[src/rtl/pcs_receive_if.sv]
// Code-group side and GMII receive side of the 1000BASE-X PCS receive block.
// The decoder drives the master modport; pcs_receive uses the slave modport.
interface pcs_receive_if;
    logic       sync_status;
    logic       rx_even;
    logic [7:0] rx_data;
    logic       rx_is_k;
    logic       rx_invalid;
    logic       receiving;
    logic       RX_DV;
    logic       RX_ER;
    logic [7:0] RXD;

    modport master (
        output sync_status, rx_even, rx_data, rx_is_k, rx_invalid,
        input  receiving, RX_DV, RX_ER, RXD
    );

    modport slave (
        input  sync_status, rx_even, rx_data, rx_is_k, rx_invalid,
        output receiving, RX_DV, RX_ER, RXD
    );
endinterface

[src/rtl/pcs_receive.sv]
// 1000BASE-X PCS receive state machine: decoded code-groups in, registered GMII Rx out.
// Define PCS_RX_STATS_EN to add saturating frame_cnt/err_cnt statistics ports.
module pcs_receive #(
    parameter int unsigned MAX_LEN = 1530,
    parameter int unsigned LEN_W   = 12,
    parameter int unsigned STAT_W  = 16
) (
    input  logic              CLOCK,
    input  logic              mr_main_reset,
    pcs_receive_if.slave      rx_if
`ifdef PCS_RX_STATS_EN
    ,
    output logic [STAT_W-1:0] frame_cnt,
    output logic [STAT_W-1:0] err_cnt
`endif
);

    typedef enum logic [2:0] {
        LINK_FAILED,
        WAIT_FOR_K,
        RX_K,
        IDLE_D,
        FALSE_CARRIER,
        RECEIVE,
        END_T,
        END_R
    } state_t;

    state_t             r_state;
    state_t             w_state_nxt;
    logic               r_receiving;
    logic               r_dv;
    logic               r_er;
    logic [7:0]         r_rxd;
    logic [LEN_W-1:0]   r_len;

    logic               w_receiving;
    logic               w_dv;
    logic               w_er;
    logic [7:0]         w_rxd;
    logic [LEN_W-1:0]   w_len;
    logic [LEN_W-1:0]   w_len_inc;

    logic               w_is_d;
    logic               w_is_kv;
    logic               w_comma;
    logic               w_comma_even;
    logic               w_s;
    logic               w_t;
    logic               w_r;
    logic               w_jabber;

    assign w_is_d       = !rx_if.rx_is_k && !rx_if.rx_invalid;
    assign w_is_kv      =  rx_if.rx_is_k && !rx_if.rx_invalid;
    assign w_comma      = w_is_kv && (rx_if.rx_data == 8'hBC);
    assign w_comma_even = w_comma && rx_if.rx_even;
    assign w_s          = w_is_kv && (rx_if.rx_data == 8'hFB);
    assign w_t          = w_is_kv && (rx_if.rx_data == 8'hFD);
    assign w_r          = w_is_kv && (rx_if.rx_data == 8'hF7);
    assign w_jabber     = (r_len >= LEN_W'(MAX_LEN));
    assign w_len_inc    = (r_len == '1) ? r_len : r_len + 1'b1;

    always_comb begin
        w_state_nxt = r_state;
        w_receiving = 1'b0;
        w_dv        = 1'b0;
        w_er        = 1'b0;
        w_rxd       = '0;
        w_len       = '0;
        if (!rx_if.sync_status) begin
            // Losing sync while carrier is up is reported as a one-cycle error.
            w_state_nxt = LINK_FAILED;
            w_er        = r_receiving;
        end else begin
            case (r_state)
                LINK_FAILED: w_state_nxt = WAIT_FOR_K;
                WAIT_FOR_K: begin
                    if (w_comma_even) w_state_nxt = RX_K;
                end
                RX_K: w_state_nxt = w_is_d ? IDLE_D : WAIT_FOR_K;
                IDLE_D: begin
                    if (w_comma_even) begin
                        w_state_nxt = RX_K;
                    end else if (w_s) begin
                        w_state_nxt = RECEIVE;
                        w_receiving = 1'b1;
                        w_dv        = 1'b1;
                        w_rxd       = 8'h55;
                        w_len       = LEN_W'(1);
                    end else if (!w_is_d) begin
                        w_state_nxt = FALSE_CARRIER;
                        w_receiving = 1'b1;
                        w_er        = 1'b1;
                        w_rxd       = 8'h0E;
                    end
                end
                FALSE_CARRIER: begin
                    if (w_comma_even) begin
                        w_state_nxt = RX_K;
                    end else begin
                        w_receiving = 1'b1;
                        w_er        = 1'b1;
                        w_rxd       = 8'h0E;
                    end
                end
                RECEIVE: begin
                    // T and early-end comma outrank jabber, which outranks data errors.
                    if (w_t) begin
                        w_state_nxt = END_T;
                        w_receiving = 1'b1;
                    end else if (w_comma) begin
                        w_state_nxt = RX_K;
                        w_er        = 1'b1;
                    end else if (w_jabber) begin
                        w_state_nxt = WAIT_FOR_K;
                        w_er        = 1'b1;
                    end else begin
                        w_receiving = 1'b1;
                        w_dv        = 1'b1;
                        w_er        = !w_is_d;
                        w_rxd       = rx_if.rx_data;
                        w_len       = w_len_inc;
                    end
                end
                END_T: begin
                    if (w_r) begin
                        w_state_nxt = END_R;
                        w_receiving = 1'b1;
                    end else begin
                        w_state_nxt = WAIT_FOR_K;
                        w_er        = 1'b1;
                    end
                end
                END_R: begin
                    if (w_comma_even) begin
                        w_state_nxt = RX_K;
                    end else if (w_r) begin
                        w_receiving = 1'b1;
                        w_er        = 1'b1;
                        w_rxd       = 8'h0F;
                    end else begin
                        w_state_nxt = WAIT_FOR_K;
                    end
                end
                default: w_state_nxt = LINK_FAILED;
            endcase
        end
    end

    always_ff @(posedge CLOCK or negedge mr_main_reset) begin
        if (!mr_main_reset) begin
            r_state     <= LINK_FAILED;
            r_receiving <= 1'b0;
            r_dv        <= 1'b0;
            r_er        <= 1'b0;
            r_rxd       <= '0;
            r_len       <= '0;
        end else begin
            r_state     <= w_state_nxt;
            r_receiving <= w_receiving;
            r_dv        <= w_dv;
            r_er        <= w_er;
            r_rxd       <= w_rxd;
            r_len       <= w_len;
        end
    end

    assign rx_if.receiving = r_receiving;
    assign rx_if.RX_DV     = r_dv;
    assign rx_if.RX_ER     = r_er;
    assign rx_if.RXD       = r_rxd;

`ifdef PCS_RX_STATS_EN
    logic [STAT_W-1:0] r_frame_cnt;
    logic [STAT_W-1:0] r_err_cnt;
    logic              w_frame_done;
    logic              w_er_rise;

    assign w_frame_done = (r_state == END_R) && (w_state_nxt == RX_K);
    assign w_er_rise    = w_er && !r_er;

    always_ff @(posedge CLOCK or negedge mr_main_reset) begin
        if (!mr_main_reset) begin
            r_frame_cnt <= '0;
            r_err_cnt   <= '0;
        end else begin
            if (w_frame_done && (r_frame_cnt != '1)) r_frame_cnt <= r_frame_cnt + 1'b1;
            if (w_er_rise && (r_err_cnt != '1))      r_err_cnt   <= r_err_cnt + 1'b1;
        end
    end

    assign frame_cnt = r_frame_cnt;
    assign err_cnt   = r_err_cnt;
`endif

endmodule

[src/flat_wrapper.sv]
// flat-port wrapper written by rule: the top's interface ports become plain ports
module pcs_receive_flat 
#(
    parameter int unsigned MAX_LEN = 1530,
    parameter int unsigned LEN_W   = 12,
    parameter int unsigned STAT_W  = 16
)
  (CLOCK, mr_main_reset, rx_if_sync_status, rx_if_rx_even, rx_if_rx_data, rx_if_rx_is_k, rx_if_rx_invalid, rx_if_receiving, rx_if_RX_DV, rx_if_RX_ER, rx_if_RXD);
  pcs_receive_if rx_if_i ();
  input  logic CLOCK;
  input  logic mr_main_reset;
  input wire logic [$bits(rx_if_i.sync_status)-1:0] rx_if_sync_status;
  input wire logic [$bits(rx_if_i.rx_even)-1:0] rx_if_rx_even;
  input wire logic [$bits(rx_if_i.rx_data)-1:0] rx_if_rx_data;
  input wire logic [$bits(rx_if_i.rx_is_k)-1:0] rx_if_rx_is_k;
  input wire logic [$bits(rx_if_i.rx_invalid)-1:0] rx_if_rx_invalid;
  output wire logic [$bits(rx_if_i.receiving)-1:0] rx_if_receiving;
  output wire logic [$bits(rx_if_i.RX_DV)-1:0] rx_if_RX_DV;
  output wire logic [$bits(rx_if_i.RX_ER)-1:0] rx_if_RX_ER;
  output wire logic [$bits(rx_if_i.RXD)-1:0] rx_if_RXD;
  assign rx_if_i.sync_status = rx_if_sync_status;
  assign rx_if_i.rx_even = rx_if_rx_even;
  assign rx_if_i.rx_data = rx_if_rx_data;
  assign rx_if_i.rx_is_k = rx_if_rx_is_k;
  assign rx_if_i.rx_invalid = rx_if_rx_invalid;
  assign rx_if_receiving = rx_if_i.receiving;
  assign rx_if_RX_DV = rx_if_i.RX_DV;
  assign rx_if_RX_ER = rx_if_i.RX_ER;
  assign rx_if_RXD = rx_if_i.RXD;
  pcs_receive #(.MAX_LEN(MAX_LEN), .LEN_W(LEN_W), .STAT_W(STAT_W)) u_core (.CLOCK(CLOCK), .mr_main_reset(mr_main_reset), .rx_if(rx_if_i));
endmodule
[config.mk]
export PLATFORM = sky130hd
export DESIGN_NAME = pcs_receive_flat
export DESIGN_NICKNAME = d
export VERILOG_FILES = /design/src/rtl/pcs_receive_if.sv /design/src/rtl/pcs_receive.sv /design/src/flat_wrapper.sv
export SDC_FILE = /design/constraint.sdc
export NUM_CORES = 1
export LEC_CHECK = 0
export ABC_AREA = 1
export CAP_MARGIN = 20
export CORE_MARGIN = 2
export CORE_UTILIZATION = 55
export DETAILED_ROUTE_END_ITERATION = 10
export DONT_BUFFER_PORTS = 1
export PLACE_DENSITY = 0.79
export REMOVE_ABC_BUFFERS = 1
export SYNTH_ARGS = -nofsm -noshare
export SYNTH_HDL_FRONTEND = slang
export SYNTH_SLANG_ARGS = --single-unit
[constraint.sdc]
create_clock -name CLOCK -period 2.8 [get_ports CLOCK]
set_input_delay 0 -clock CLOCK [delete_from_list [all_inputs] [get_ports CLOCK]]
set_output_delay 0 -clock CLOCK [all_outputs]
set_load 0.05 [all_outputs]
==> flow_summary.toml <==
[setup_path]
r2r-start = "u_core.r_len[0]$_DFFE_PN0P_"
cp_max_fo = 7
cp-endpoint = "u_core.rx_if.RXD[4]$_DFF_PN0_"
cp-startpoint = "u_core.r_len[0]$_DFFE_PN0P_"
critPathRequiredTime_ns = 3.07
worstSetupEndpointType = "register"
timing.reg2reg.setup_slack_ns = 0.57
r2r-end = "u_core.rx_if.RXD[4]$_DFF_PN0_"
reg2reg_depth = 12
startpoint_type = "register"
arrival_ns = 2.50
crit_type = "reg2reg"

[yosys]
synth_flop_cell = "dfrtp_1"
syn_area_sq_mm = 0.00160
synth_seq_cells = 26
ys_seq_area_share_pct = 40.6
synth_top_area_cell = "dfrtp_1"
synth-edff-count = 0
netlist_top_cells_count = "43 x nand2_1, 39 x nor2_1, 27 x inv_1"
yosysTopAreaCellShare_pct = 40.6
syn_inst = 222
synth.most_common_cell = "nand2_1"
yosys_warnings = 0
async_reset_ff_share_pct = 100
syn_avg_cell_area_sq_um = 7.23
yosys-top-cells-area = "dfrtp_1 41%, nand2_1 10%, nor2_1 9.1%"
synth_cell_types = 27

[sta]
finalCritPeriodShare_pct = 79.6
skew_ns = 0.00690
timing.fmax_ghz = 0.449
hold_viol_final = 0
rsz0062_at_grt = "false"
fin_tns_setup_ns = 0
slew_violations = 0
fin_crit_ns = 2.23
setup_viol = 0

[die]
start_util_pct = 58.2
die_h_microns = 58.0
core_sq_mm = 0.00276
num_rows = 19
die_x_microns = 58.0
fp.dieArea_sq_mm = 0.00336
io_pins = 25

[placement]
gp_congestion = 0.833
io_buffers = 0
dpl-instance-area_sq_mm = 0.00164
hpwl_microns = 2440

[drt]
drt_wl_total_microns = 3400
wl_per_cell_microns = 12.5
drtIter0Drc = 66
drc_errors = 0
ant_nets = 0
via_per_inst = 5.46
vias = 1485
dr.pass1.iters = 4

[run]
cap_violations = 0

[layout]
ff_latch_area_sq_um = 651
synthToLayoutAreaGrowth_pct = 15.8
fillerInstances = 227
multi_input_area_sq_um = 822
drive_gt1_share_pct = 12.9
fin_area_sq_mm = 0.00186
antennaDiodeCount = 0
nNetsFinal = 258
postLayoutCoreUtil_pct = 67.4

[cts]
cts-root-buf = "clkbuf_4"
clock_latency_ns = 0.32
post-cts-setup-buffer-count = 0
cts_tree = "built"
clockBufferDepth = 2
clk_pin_slew_ns = 0.14
clkSinkCount = 26
h-tree-depth = 1
cts_buffers = 3

[power_and_ir_drop]
p_per_area_mw_per_mm2 = 508
p_leak_uw = 0.000897
ir_drop_mv = 0.470

[outcome]
outcome = "finished, final reports clean"

[global_routing]
grt_max_degree = 27
antenna_found_initial = 0
track_usage_pct = 22.0
grt_pass1_wl_microns = 5730
grt-ovfl-total = 0
grt_pass1_vias = 1332

[worst_hold_path]
hold_depth = 4
hp-class = "in2reg"
-- worst min-delay path by stage --
stage | startpoint | to | slack [ns]
6_report | rx_if_rx_data[3] | u_core.rx_if.RXD[0]$_DFF_PN0_ | 0.05
3_3_place_gp | mr_main_reset | u_core.rx_if.RXD[1]$_DFF_PN0_ | -0.30
4_1_cts | rx_if_rx_data[3] | u_core.rx_if.RXD[0]$_DFF_PN0_ | 0.03
5_1_grt | rx_if_rx_data[3] | u_core.rx_if.RXD[0]$_DFF_PN0_ | 0.05
2_1_floorplan | mr_main_reset | u_core.r_len[0]$_DFFE_PN0P_ | -0.30
3_5_place_dp | mr_main_reset | u_core.rx_if.RXD[3]$_DFF_PN0_ | -0.30
-- timing repair --
item / in CTS / in global routing
hold endpoints to repair: 51 / 0
hold buffers: 16 / 0
gates resized for setup: 0 / 0
endpoints found under the setup margin: 0 / 0
-- per-layer routing --
metal / track usage (%) / vias up / share of wire (%)
met5: 0 / - / 0
met4: 4.98 / 0 / 1.0
met3: 4.02 / 5 / 6.1
met2: 39.0 / 52 / 49
met1: 28.0 / 685 / 43
li1: - / 743 / -
-- where the power goes --
part / switching, uW / leakage (uW) / total (uW) / internal, uW
Combinational: 137 / 0.000510 / 216 / 79.4
Sequential: 71.3 / 0.000358 / 474 / 403
Clock: 108 / 0.0000279 / 253 / 145
Total: 317 / 0.000897 / 944 / 627
-- state kept, by name (all words and copies together) (netlist names) --
name / flops
u_core.r_state: 3
u_core.rx_if.receiving: 1
u_core.r_len: 12
u_core.rx_if.RX_ER: 1
u_core.rx_if.RX_DV: 1
u_core.rx_if.RXD: 8
-- metrics by stage --
stage                     total power, uW  worst slack, ns  hold slack (ns)  std cells
after global placement                661             1.24           -0.295        252
after CTS                             944            0.594           0.0344        272
final                                 944            0.571           0.0526        272
after detailed placement              667             1.14           -0.295        252
after floorplan                       630             1.36           -0.296        221
after global routing                  994            0.355           0.0503        272
-- cell families (layout without fill, tap and decap cells) --
kind of cell | Yosys count | in the layout | synth area share (%)
adders and majority gates | 2 | 2 | 1.56
AOI/OAI and AO/OA | 19 | 19 | 6.94
xor gates and xnor gates | 1 | 1 | 0.546
buffers and inverters | 34 | 53 | 8.19
DFF | 26 | 26 | 40.6
other | 1 | 1 | 0.234
and+or+nand+nor | 139 | 139 | 42.0
-- area by class of cell --
cell class | instances | share of cell area (%)
inverters | 33 | 6.67
clock inverters | 1 | 1.62
well taps | 31 | 2.09
flip-flops and latches | 26 | 35.0
clock buffers | 3 | 1.21
repair buffers | 16 | 9.16
multi-input cells | 162 | 44.2
-- cell usage in the layout (no fill, tap or decap), drive strengths merged --
master and count:
nor2 49, a21oi 11, buf 1, nand4 7
clkinv 4, dfrtp 26, xor2 1, o21ai 5
ha 2, nor3 5, nand3b 1, a21o 1
bufinv 1, inv 29, nand3 28, clkbuf 3
nand2 49, conb 1, a31oi 2, dlygate4sd3 15
-- critical path, stage by stage (launching register included) --
cell and delay [ns]:
dfrtp_1 0.45, inv_1 0.07, ha_1 0.19, nor2_1 0.09
nand2_1 0.07, nand3_1 0.14, nand3_4 0.12, nor2_4 0.20
inv_2 0.04, nand2_1 0.06, nand2_2 0.08, nor2_1 0.11
dlygate4sd3_1 0.55
Note: power is estimated with default switching activity, not from simulation.
